## config.mk

```make
export PLATFORM = sky130hd
export DESIGN_NAME = aes_stream_packer
export DESIGN_NICKNAME = d
export VERILOG_FILES = /design/src/rtl/aes_stream_packer_pkg.sv /design/src/rtl/aes_stream_packer_shifter.sv /design/src/rtl/aes_stream_packer.sv
export SDC_FILE = /design/constraint.sdc
export NUM_CORES = 1
export LEC_CHECK = 0
export CELL_PAD_IN_SITES_DETAIL_PLACEMENT = 0
export CELL_PAD_IN_SITES_GLOBAL_PLACEMENT = 1
export CORE_UTILIZATION = 36
export DETAILED_ROUTE_END_ITERATION = 8
export PLACE_DENSITY_LB_ADDON = 0.1
export SYNTH_ARGS = -nofsm -noshare
export SYNTH_HDL_FRONTEND = slang
export SYNTH_SLANG_ARGS = --single-unit
export TNS_END_PERCENT = 5
```

## constraint.sdc

```tcl
create_clock -name clk -period 2.8 [get_ports clk]
set_clock_uncertainty 0.05 [all_clocks]
set_input_delay 0.56 -clock clk [delete_from_list [all_inputs] [get_ports clk]]
set_output_delay 0.56 -clock clk [all_outputs]
set_load 0.005 [all_outputs]
```

## src/rtl/aes_stream_packer_pkg.sv

```systemverilog
// ---------------------------------------------------------------------------
// aes_package
// Shared types and constants for the AES stream packer data stage.
//   aes_pack_state_t : packer FSM states
//   AES_WORD_W       : stream word width (32)
//   AES_BLOCK_W      : AES block width (128)
//   AES_CNT_W        : block counter width (16)
//   flags_packer_t   : progress flags reported back to the controller
// ---------------------------------------------------------------------------
package aes_package;

    localparam int AES_WORD_W  = 32;
    localparam int AES_BLOCK_W = 128;
    localparam int AES_CNT_W   = 16;

    typedef enum logic [2:0] {
        ST_IDLE       = 3'd0,
        ST_GATHER     = 3'd1,
        ST_CORE_START = 3'd2,
        ST_CORE_WAIT  = 3'd3,
        ST_EMIT       = 3'd4,
        ST_DONE       = 3'd5
    } aes_pack_state_t;

    typedef struct packed {
        logic                 done;
        logic                 idle;
        logic [AES_CNT_W-1:0] blocks_done;
    } flags_packer_t;

endpackage

```

## src/rtl/aes_stream_packer_shifter.sv

```systemverilog
// ---------------------------------------------------------------------------
// aes_block_shifter
// One block-wide register addressed as a row of words. Word index 0 is the
// most significant word, so a block is filled and drained MSW first.
//   clk, reset_n, clear : clock, async active-low reset, sync clear
//   load_word_i         : write wr_word_i into word slot wr_idx_i
//   load_block_i        : write the whole block_i (takes priority)
//   rd_idx_i            : selects the word shown on rd_word_o
//   rd_word_o           : word at rd_idx_i
//   block_o             : full register contents
// ---------------------------------------------------------------------------
module aes_block_shifter
    import aes_package::*;
#(
    parameter int WORD_W = AES_WORD_W,
    parameter int WORDS  = 4,
    parameter int IDX_W  = $clog2(WORDS),
    localparam int BLOCK_W = WORD_W * WORDS
) (
    input  logic               clk,
    input  logic               reset_n,
    input  logic               clear,
    input  logic               load_word_i,
    input  logic [IDX_W-1:0]   wr_idx_i,
    input  logic [WORD_W-1:0]  wr_word_i,
    input  logic               load_block_i,
    input  logic [BLOCK_W-1:0] block_i,
    input  logic [IDX_W-1:0]   rd_idx_i,
    output logic [WORD_W-1:0]  rd_word_o,
    output logic [BLOCK_W-1:0] block_o
);

    logic [BLOCK_W-1:0] block_q;

    // Whole-block load wins over a single-word write; clear behaves like reset.
    always_ff @(posedge clk or negedge reset_n) begin
        if (!reset_n) begin
            block_q <= '0;
        end else if (clear) begin
            block_q <= '0;
        end else if (load_block_i) begin
            block_q <= block_i;
        end else if (load_word_i) begin
            block_q[BLOCK_W-1-int'(wr_idx_i)*WORD_W -: WORD_W] <= wr_word_i;
        end
    end

    assign rd_word_o = block_q[BLOCK_W-1-int'(rd_idx_i)*WORD_W -: WORD_W];
    assign block_o   = block_q;

endmodule

```

## src/rtl/aes_stream_packer.sv

```systemverilog
// ---------------------------------------------------------------------------
// aes_stream_packer
// Packs 32-bit plaintext words into 128-bit blocks for the AES round core and
// serialises each ciphertext block back into 32-bit words, MSW first.
//   clk, reset_n, clear        : clock, async active-low reset, sync clear
//   ctrl_start_i/enable_i      : job start pulse and engine enable
//   ctrl_nb_blocks_i           : blocks in the job, sampled on start
//   pt_data_i/valid_i/ready_o  : plaintext input stream
//   core_block_o/start_o       : block and start pulse to the AES core
//   core_done_i/result_i       : completion pulse and ciphertext from core
//   ct_data_o/valid_o/ready_i  : ciphertext output stream
//   flags_done_o/idle_o        : job-end pulse and idle indication
//   blocks_done_o              : blocks fully emitted in the current job
// ---------------------------------------------------------------------------
module aes_stream_packer
    import aes_package::*;
#(
    parameter int WORD_W          = AES_WORD_W,
    parameter int WORDS_PER_BLOCK = 4,
    parameter int CNT_W           = AES_CNT_W,
    localparam int BLOCK_W        = WORD_W * WORDS_PER_BLOCK
) (
    input  logic               clk,
    input  logic               reset_n,
    input  logic               clear,
    input  logic               ctrl_start_i,
    input  logic               ctrl_enable_i,
    input  logic [CNT_W-1:0]   ctrl_nb_blocks_i,
    input  logic [WORD_W-1:0]  pt_data_i,
    input  logic               pt_valid_i,
    output logic               pt_ready_o,
    output logic [BLOCK_W-1:0] core_block_o,
    output logic               core_start_o,
    input  logic               core_done_i,
    input  logic [BLOCK_W-1:0] core_result_i,
    output logic [WORD_W-1:0]  ct_data_o,
    output logic               ct_valid_o,
    input  logic               ct_ready_i,
    output logic               flags_done_o,
    output logic               flags_idle_o,
    output logic [CNT_W-1:0]   blocks_done_o
);

    localparam int IDX_W = $clog2(WORDS_PER_BLOCK);
    localparam logic [IDX_W-1:0] LAST_IDX = IDX_W'(WORDS_PER_BLOCK - 1);

    aes_pack_state_t  state_q,      state_d;
    logic [CNT_W-1:0] nbBlocks_q,   nbBlocks_d;
    logic [CNT_W-1:0] blocksDone_q, blocksDone_d;
    logic [IDX_W-1:0] wordCnt_q,    wordCnt_d;

    logic               ptHandshake;
    logic               gatherLoad;
    logic               emitLoad;
    logic [CNT_W-1:0]   blocksInc;
    logic [WORD_W-1:0]  gatherWordUnused;
    logic [BLOCK_W-1:0] emitBlockUnused;
    flags_packer_t      flags;

    assign ptHandshake = (state_q == ST_GATHER) && ctrl_enable_i && pt_valid_i;
    assign blocksInc   = blocksDone_q + CNT_W'(1);

    // Next-state logic. The word counter is shared: it addresses the gather
    // slot while collecting and the emit slot while draining, since the two
    // phases never overlap.
    always_comb begin
        state_d      = state_q;
        nbBlocks_d   = nbBlocks_q;
        blocksDone_d = blocksDone_q;
        wordCnt_d    = wordCnt_q;
        gatherLoad   = 1'b0;
        emitLoad     = 1'b0;
        case (state_q)
            ST_IDLE: begin
                if (ctrl_start_i) begin
                    nbBlocks_d   = ctrl_nb_blocks_i;
                    blocksDone_d = '0;
                    wordCnt_d    = '0;
                    state_d      = (ctrl_nb_blocks_i == '0) ? ST_DONE : ST_GATHER;
                end
            end
            ST_GATHER: begin
                if (ptHandshake) begin
                    gatherLoad = 1'b1;
                    if (wordCnt_q == LAST_IDX) begin
                        wordCnt_d = '0;
                        state_d   = ST_CORE_START;
                    end else begin
                        wordCnt_d = wordCnt_q + 1'b1;
                    end
                end
            end
            ST_CORE_START: begin
                if (ctrl_enable_i) begin
                    state_d = ST_CORE_WAIT;
                end
            end
            ST_CORE_WAIT: begin
                if (core_done_i) begin
                    emitLoad  = 1'b1;
                    wordCnt_d = '0;
                    state_d   = ST_EMIT;
                end
            end
            ST_EMIT: begin
                // Enable is deliberately ignored here so a raised valid
                // always completes its handshake.
                if (ct_ready_i) begin
                    if (wordCnt_q == LAST_IDX) begin
                        wordCnt_d    = '0;
                        blocksDone_d = blocksInc;
                        state_d      = (blocksInc == nbBlocks_q) ? ST_DONE : ST_GATHER;
                    end else begin
                        wordCnt_d = wordCnt_q + 1'b1;
                    end
                end
            end
            ST_DONE: begin
                state_d = ST_IDLE;
            end
            default: begin
                state_d = ST_IDLE;
            end
        endcase
    end

    // State and counter registers; clear aborts a job exactly like reset.
    always_ff @(posedge clk or negedge reset_n) begin
        if (!reset_n) begin
            state_q      <= ST_IDLE;
            nbBlocks_q   <= '0;
            blocksDone_q <= '0;
            wordCnt_q    <= '0;
        end else if (clear) begin
            state_q      <= ST_IDLE;
            nbBlocks_q   <= '0;
            blocksDone_q <= '0;
            wordCnt_q    <= '0;
        end else begin
            state_q      <= state_d;
            nbBlocks_q   <= nbBlocks_d;
            blocksDone_q <= blocksDone_d;
            wordCnt_q    <= wordCnt_d;
        end
    end

    // Gather register doubles as the block presented to the core; it is not
    // touched between CORE_START and the core's completion.
    aes_block_shifter #(
        .WORD_W (WORD_W),
        .WORDS  (WORDS_PER_BLOCK),
        .IDX_W  (IDX_W)
    ) u_gather (
        .clk          (clk),
        .reset_n      (reset_n),
        .clear        (clear),
        .load_word_i  (gatherLoad),
        .wr_idx_i     (wordCnt_q),
        .wr_word_i    (pt_data_i),
        .load_block_i (1'b0),
        .block_i      ('0),
        .rd_idx_i     ('0),
        .rd_word_o    (gatherWordUnused),
        .block_o      (core_block_o)
    );

    // Emit register captures the ciphertext only in CORE_WAIT, so a late
    // core_done after a clear cannot leak a stale result.
    aes_block_shifter #(
        .WORD_W (WORD_W),
        .WORDS  (WORDS_PER_BLOCK),
        .IDX_W  (IDX_W)
    ) u_emit (
        .clk          (clk),
        .reset_n      (reset_n),
        .clear        (clear),
        .load_word_i  (1'b0),
        .wr_idx_i     ('0),
        .wr_word_i    ('0),
        .load_block_i (emitLoad),
        .block_i      (core_result_i),
        .rd_idx_i     (wordCnt_q),
        .rd_word_o    (ct_data_o),
        .block_o      (emitBlockUnused)
    );

    assign pt_ready_o   = (state_q == ST_GATHER) && ctrl_enable_i;
    assign core_start_o = (state_q == ST_CORE_START) && ctrl_enable_i;
    assign ct_valid_o   = (state_q == ST_EMIT);

    assign flags.done        = (state_q == ST_DONE);
    assign flags.idle        = (state_q == ST_IDLE);
    assign flags.blocks_done = AES_CNT_W'(blocksDone_q);

    assign flags_done_o  = flags.done;
    assign flags_idle_o  = flags.idle;
    assign blocks_done_o = CNT_W'(flags.blocks_done);

endmodule

```

# == After elaboration in Yosys (flattened, before gate mapping) ==
# Index checks and enable logic that the tools add are counted.
# op_classes
n_addsub,4
n_eq_ne,14
shifts,3
n_mux,35
n_reduce_logical,15
# ops
cell,n
2-to-1 mux 128 bit,4
"variable shift 32 x 33 -> 159 bit, first input constant",1
variable part select 159 x 8 -> 32 bit,1
variable part select 32 x 33 -> 159 bit,1
bitwise mux 128 bit,1
2-to-1 mux 16 bit,7
negator 8 -> 33 bit,1
case mux 16 bit (2 select lines),1
2-to-1 mux 3 bit,10
"adder 16 x 1 -> 16 bit, second input constant",1
== test 16 bit,1
logical NOT 16 bit,1
case mux 3 bit (5 select lines),1
2-to-1 mux 2 bit,6
"!= test 3 bit, second input constant",4
"!= test 3 x 2 -> 1 bit, second input constant",3
case mux 2 bit (4 select lines),1
nonzero test 2 bit,4
"subtractor 7 x 7 -> 8 bit, first input constant",1
AND reduction 7 bit,1
"== test 3 x 2 -> 1 bit, second input constant",2
"== test 3 bit, second input constant",2
AND reduction 5 bit,1
nonzero test 5 bit,1
other kinds (9),14
# word_totals
ff_bits,293
elab_cells,77

# == Depth between registers and ports, before layout ==
# depth
word_depth,7
ltp_mapped,9

# == Modules after synthesis ==
# A second synthesis with hierarchy kept.
# hier_totals
cells_unflattened,1418
hier_area_um2,15576.2
# by_module_without_submodules
module,n_inst,cells_each,area_per_inst_um2
aes_block_shifter,2,563,6590.1
aes_stream_packer,1,292,2396.0

# == Worst setup path before layout ==
# Ideal clock, no wire load.
# synth_path
path_kind,reg2reg
start,register wordCnt_q[0]
end,register u_gather.block_q[34] (netlist: u_gather.block_o[34])
setup_time_ns,0.083
arrival_time_ns,2.411
t_required_ns,2.667
setup_slack_ns,0.256
stages_incl_launch_ff,9
path_buffers,3
path_cell_list,dfrtp_1 > buf_1 > buf_1 > inv_1 > ha_1 > a21oi_1 > clkbuf_1 > nand2_1 > o21ai_0
# synth_between
elab_chain_cells,6
# synth_lines
item,line_no,source
"start, declared",aes_stream_packer.sv:50,"logic [IDX_W-1:0] wordCnt_q, wordCnt_d;"
"start signal, assigned",aes_stream_packer.sv:143,wordCnt_q <= wordCnt_d;
subtractor 7 x 7 -> 8 bit *,aes_stream_packer_shifter.sv:44,block_q[BLOCK_W-1-int'(wr_idx_i)*WORD_W -: WORD_W] <= wr_word_i;
negator 8 -> 33 bit *,aes_stream_packer_shifter.sv:44,
variable part select 32 x 33 -> 159 bit / variable shift 32 x 33 -> 159 bit (equally long branches),aes_stream_packer_shifter.sv:44,
bitwise mux 128 bit *,aes_stream_packer_shifter.sv:44,
2-to-1 mux 128 bit *,aes_stream_packer_shifter.sv:43,end else if (load_word_i) begin
2-to-1 mux 128 bit *,aes_stream_packer_shifter.sv:39,end else if (clear) begin
"end signal, assigned",aes_stream_packer_shifter.sv:42,block_q <= block_i;
"end signal, assigned by index",aes_stream_packer_shifter.sv:44,
"end, declared",aes_stream_packer_shifter.sv:33,logic [BLOCK_W-1:0] block_q;
# Mark *: on every way between the ends. The rest lies on a longest branch, timed or not. The select of a mux whose other input is x is not followed.
# A chain may end at the register's enable or synchronous reset.

# == Worst setup path in the final report ==
# layout_path
start,register wordCnt_q[0]
end,output ct_data_o[19]
# layout_between
elab_chain_cells,2
# layout_lines
item,line_no,source
subtractor 7 x 7 -> 8 bit,aes_stream_packer_shifter.sv:48,assign rd_word_o = block_q[BLOCK_W-1-int'(rd_idx_i)*WORD_W -: WORD_W];
variable part select 159 x 8 -> 32 bit,aes_stream_packer_shifter.sv:48,
"end, declared",aes_stream_packer.sv:36,"output logic [WORD_W-1:0] ct_data_o,"
# No other way between the ends.

==> out/results.env <==
CTS_MAX_LEVEL=2
WORSTPATHREQUIRED_PS=2190
LEAKAGE_nW=7.70
TRITONCTS='yes'
FINAL-SETUP-VIOL-COUNT=0
SYNTH_AREA_PER_CELL_UM2=9.02
SYNTHESIS.AREA_UM2=13300
SYNTH_MOST_COMMON_CELL='sky130_fd_sc_hd__nand2_1'
MAPPEDNETLISTNETS=1662
CLK_PIN_SLEW_PS=60
SYNTHESIS.YOSYS.WARNINGS=0
LAYOUT-AREA-OVERHEAD-VS-SYNTH_PCT=41.5
MAX_CAP_VIOLATIONS=0
UNREPAIRED_SETUP_ENDPOINTS_AFTER_GLOBAL_ROUTING='true'
WORST_SLEW_MARGIN_REL_PCT=32.2
OUTCOME='completed'
DIE_WIDTH_UM=194
POST_SYNTH_NUM_CELL_TYPES=54
START_UTIL_PCT=37.0
LAYOUT_CELL_AREA_EXCL_FILL_UM2=18800
MIN_TO='u_gather.block_o[90]$_DFFE_PN0P_'
SYN-INSTANCE-COUNT=1473
CHIP_HEIGHT_UM=194
YS_SEQ_ELEMENTS=293
FLOORPLAN_CORE_AREA_UM2=35900
CLK_PATH_BUF_DEPTH=3
WORSTPATHBUFFERINVERTERCOUNT=2
GRT_UTIL_ALL_LAYERS_PCT=22.0
FILL_CELLS=3378
CRITICAL_PATH.SLOWEST_CELL='sky130_fd_sc_hd__mux4_2'
ANT_NETS=0
FINALCRITICALPERIOD_PS=2710
POWER.DENSITY_nW_PER_UM2=614
MIN_DELAY_PATH_DEPTH=2
TIMING.RR.END='state_q[2]$_DFFE_PN0P_'
VDD.IR_DROP.WORST_V=0.000359
FRACTION_OF_REGISTERS_WITH_ASYNC_SET_OR_RESET_AFTER_SYNTHESIS_PCT=100
CRITICAL_PATH_CLASS='flop to output port'
DETAIL_ROUTE.WIRELENGTH_UM=41600
GRT_PASS1_WL_UM=65600
HP-CLASS='flop to flop'
POST-ROUTE-PERIOD-UTIL_PCT=96.9
CLOCK_SINK_COUNT=293
GRT_ANTENNA_BEFORE_REPAIR=7
HOLD_START='u_gather.block_o[90]$_DFFE_PN0P_'
WORSTSKEWPAIRLATENCY_PS=490
DIEAREA_UM2=37700
SYNTH_TOP_AREA_SHARE_PCT=55.2
GRT_MAX_DEGREE=94
SYNTH-EDFF-COUNT=0
FIRST_GLOBAL_VIAS=11400
CP_MAX_FO=10
FLOORPLAN.ROWS=69
DESIGN.FINAL.NETS=1999
CRITICAL-PATH-MAX-STAGE-DELAY_PS=530
FF_TO_FF_SETUP_SLACK_PS=430
CPLARGESTDELAYFAMILY='buffers and inverters'
GP_CONGESTION=0.794
GRT_OVERFLOW=0
RR_STARTPOINT='blocks_done_o[2]$_DFFE_PN0P_'
TIGHTESTPINTRANSITION_PS=1020
CP.ARRIVAL_PS=2100
FIN_TOTAL_PWR_mW=11.5
AVGVIACOUNTPERCELL=4.98
SYNTH_SEQ_AREA_SHARE_PCT=55.2
FINAL-HOLD-VIOLATION-COUNT=0
IOPINCOUNT=365
POST_SYNTH_MOST_FREQUENT_CELLS='561 x sky130_fd_sc_hd__nand2_1, 293 x sky130_fd_sc_hd__dfrtp_1, 157 x sky130_fd_sc_hd__a21oi_1'
SETUP.WORST_PATH.START_CLASS='flop'
AVGROUTEDWIREPERCELL_UM=18.1
DPL_CELL_AREA_UM2=17700
BUFFER_PORTS.INSERTED=364
FINAL-MAX-SLEW-VIOLATION-COUNT=0
CTS_INSERTED_BUFFERS=34
CLOCK_TREE.ROOT_CELL='sky130_fd_sc_hd__clkbuf_16'
DETAIL_ROUTE.ITER0.VIOLATIONS=587
DRCVIOLATIONCOUNT=0
DP_HPWL_UM=29200
LAYOUT-DRIVE-GT1-SHARE_PCT=8.34
TIMING.CRITICAL_PATH.CELLS='buf_12 -> mux4_2 -> clkdlybuf4s50_1'
DRT_FIRST_PASS_ITERS=6
ROUTED-VIA-COUNT=11500
CELL_TAKING_THE_MOST_AREA_AFTER_SYNTHESIS='sky130_fd_sc_hd__dfrtp_1'
MAX_FREQ_MHz=369
SYNTH.TOP_CELLS.BY_AREA='sky130_fd_sc_hd__dfrtp_1 55%, sky130_fd_sc_hd__nand2_1 16%, sky130_fd_sc_hd__a21oi_1 5.9%, sky130_fd_sc_hd__o21ai_0 5.8%, sky130_fd_sc_hd__mux4_2 5.4%'
CRIT_PATH_END_KIND='output port'
TIMING.REG2REG.WORST_PATH_DEPTH=6
SYNTHFLOPTYPE='sky130_fd_sc_hd__dfrtp_1'
==> report_power, final <==
part,switching (mW),leakage (nW),internal [mW]
sequential,0.263,4.05,4.57
clock,1.74,0.533,2.58
combinational,1.21,3.11,1.18
==> kinds of logic (layout without fill, tap and decap cells) <==
family	after synthesis	after routing	share of synthesized area [%]
AND/OR/NAND/NOR	654	654	20.0
AO/OA/AOI/OAI	339	339	13.4
flip-flops	293	293	55.2
buffers and inverters	125	486	3.77
multiplexers	35	35	5.66
XOR/XNOR	22	22	1.45
adder cells (fa/ha/maj)	5	5	0.471
other	0	4	0
==> layout make-up <==
class | count | area [um2] | share of cell area, %
Sequential cell | 293 | 7340 | 39.0
Clock inverter | 7 | 67.6 | 0.359
Inverter | 12 | 45.0 | 0.240
Timing Repair Buffer | 414 | 4220 | 22.5
Tap cell | 461 | 577 | 3.07
Multi-Input combinational cell | 1055 | 5530 | 29.4
Clock buffer | 53 | 1010 | 5.39
Antenna cell | 4 | 10.0 | 0.0532
==> layout by cell type (no fill, tap or decap), drive strengths merged, types with 4 or more instances in the layout <==
cell | Yosys | routed
nand2 | 561 | 561
and2 | 5 | 5
clkdlybuf4s50 | 0 | 339
xnor2 | 14 | 14
nor2 | 24 | 24
nand4 | 6 | 6
clkbuf | 94 | 54
nor4b | 4 | 4
diode | 0 | 4
buf | 19 | 50
ha | 5 | 5
dfrtp | 293 | 293
mux4 | 32 | 32
clkinv | 0 | 4
xor2 | 8 | 8
dlygate4sd2 | 0 | 21
nor3 | 10 | 10
inv | 12 | 14
o21ai | 154 | 154
nand3 | 15 | 15
o31ai | 9 | 9
nor4 | 8 | 8
a21oi | 157 | 157
==> worst reg2reg max path: cells and delay by family (launching register included) <==
family,cells,cell delay (ps)
flops,1,580
compound gates,2,290
simple gates,4,1370
==> metrics by stage <==
step | setup slack [ps] | util [%] | cells | hold WS, ps | setup TNS [ps]
after floorplan | 256 | - | 1473 | 214 | 0
after global placement | 188 | 49.2 | 2232 | 412 | 0
final | 87.2 | 52.3 | 2299 | 424 | 0
after detailed placement | 151 | 49.2 | 2232 | 419 | 0
after CTS | -7.12 | 52.2 | 2293 | 409 | -8.40
after global routing | -4.49 | 52.3 | 2298 | 431 | -4.49
==> how the worst max path moves through the flow <==
stage | startpoint | cells past startpoint | slack, ps | endpoint
after floorplan | wordCnt_q[0]$_DFFE_PN0P_ | 8 | 260 | u_gather.block_o[34]$_DFFE_PN0P_
after global placement | ctrl_enable_i | 3 | 190 | core_start_o
after detailed placement | ctrl_enable_i | 3 | 150 | core_start_o
after CTS | wordCnt_q[0]$_DFFE_PN0P_ | 3 | -7 | ct_data_o[18]
after global routing | wordCnt_q[0]$_DFFE_PN0P_ | 3 | -4 | ct_data_o[18]
final | wordCnt_q[0]$_DFFE_PN0P_ | 3 | 90 | ct_data_o[19]
==> state kept, by name, summed over array words and instances, names as in the netlist <==
| signal | count |
|---|---|
| blocks_done_o | 16 |
| nbBlocks_q | 16 |
| state_q | 3 |
| u_emit.block_o | 128 |
| u_gather.block_o | 128 |
| wordCnt_q | 2 |
==> per-layer routing <==
| metal | global-route usage, % | wire [um] |
|---|---|---|
| met1 | 29.9 | 18700 |
| met2 | 34.4 | 19000 |
| met3 | 6.80 | 3190 |
| met4 | 4.88 | 639 |
| met5 | 0 | 51 |
==> what timing repair did <==
item | in CTS | in global routing
gates cloned | 0 | 1
gates resized for setup | 23 | 6
hold buffers | 1 | 0
hold endpoints to repair | 46 | 0
endpoints found under the setup margin | 30 | 11
buffers inserted | 0 | 1
No activity file was read; power rests on OpenSTA's default activity.
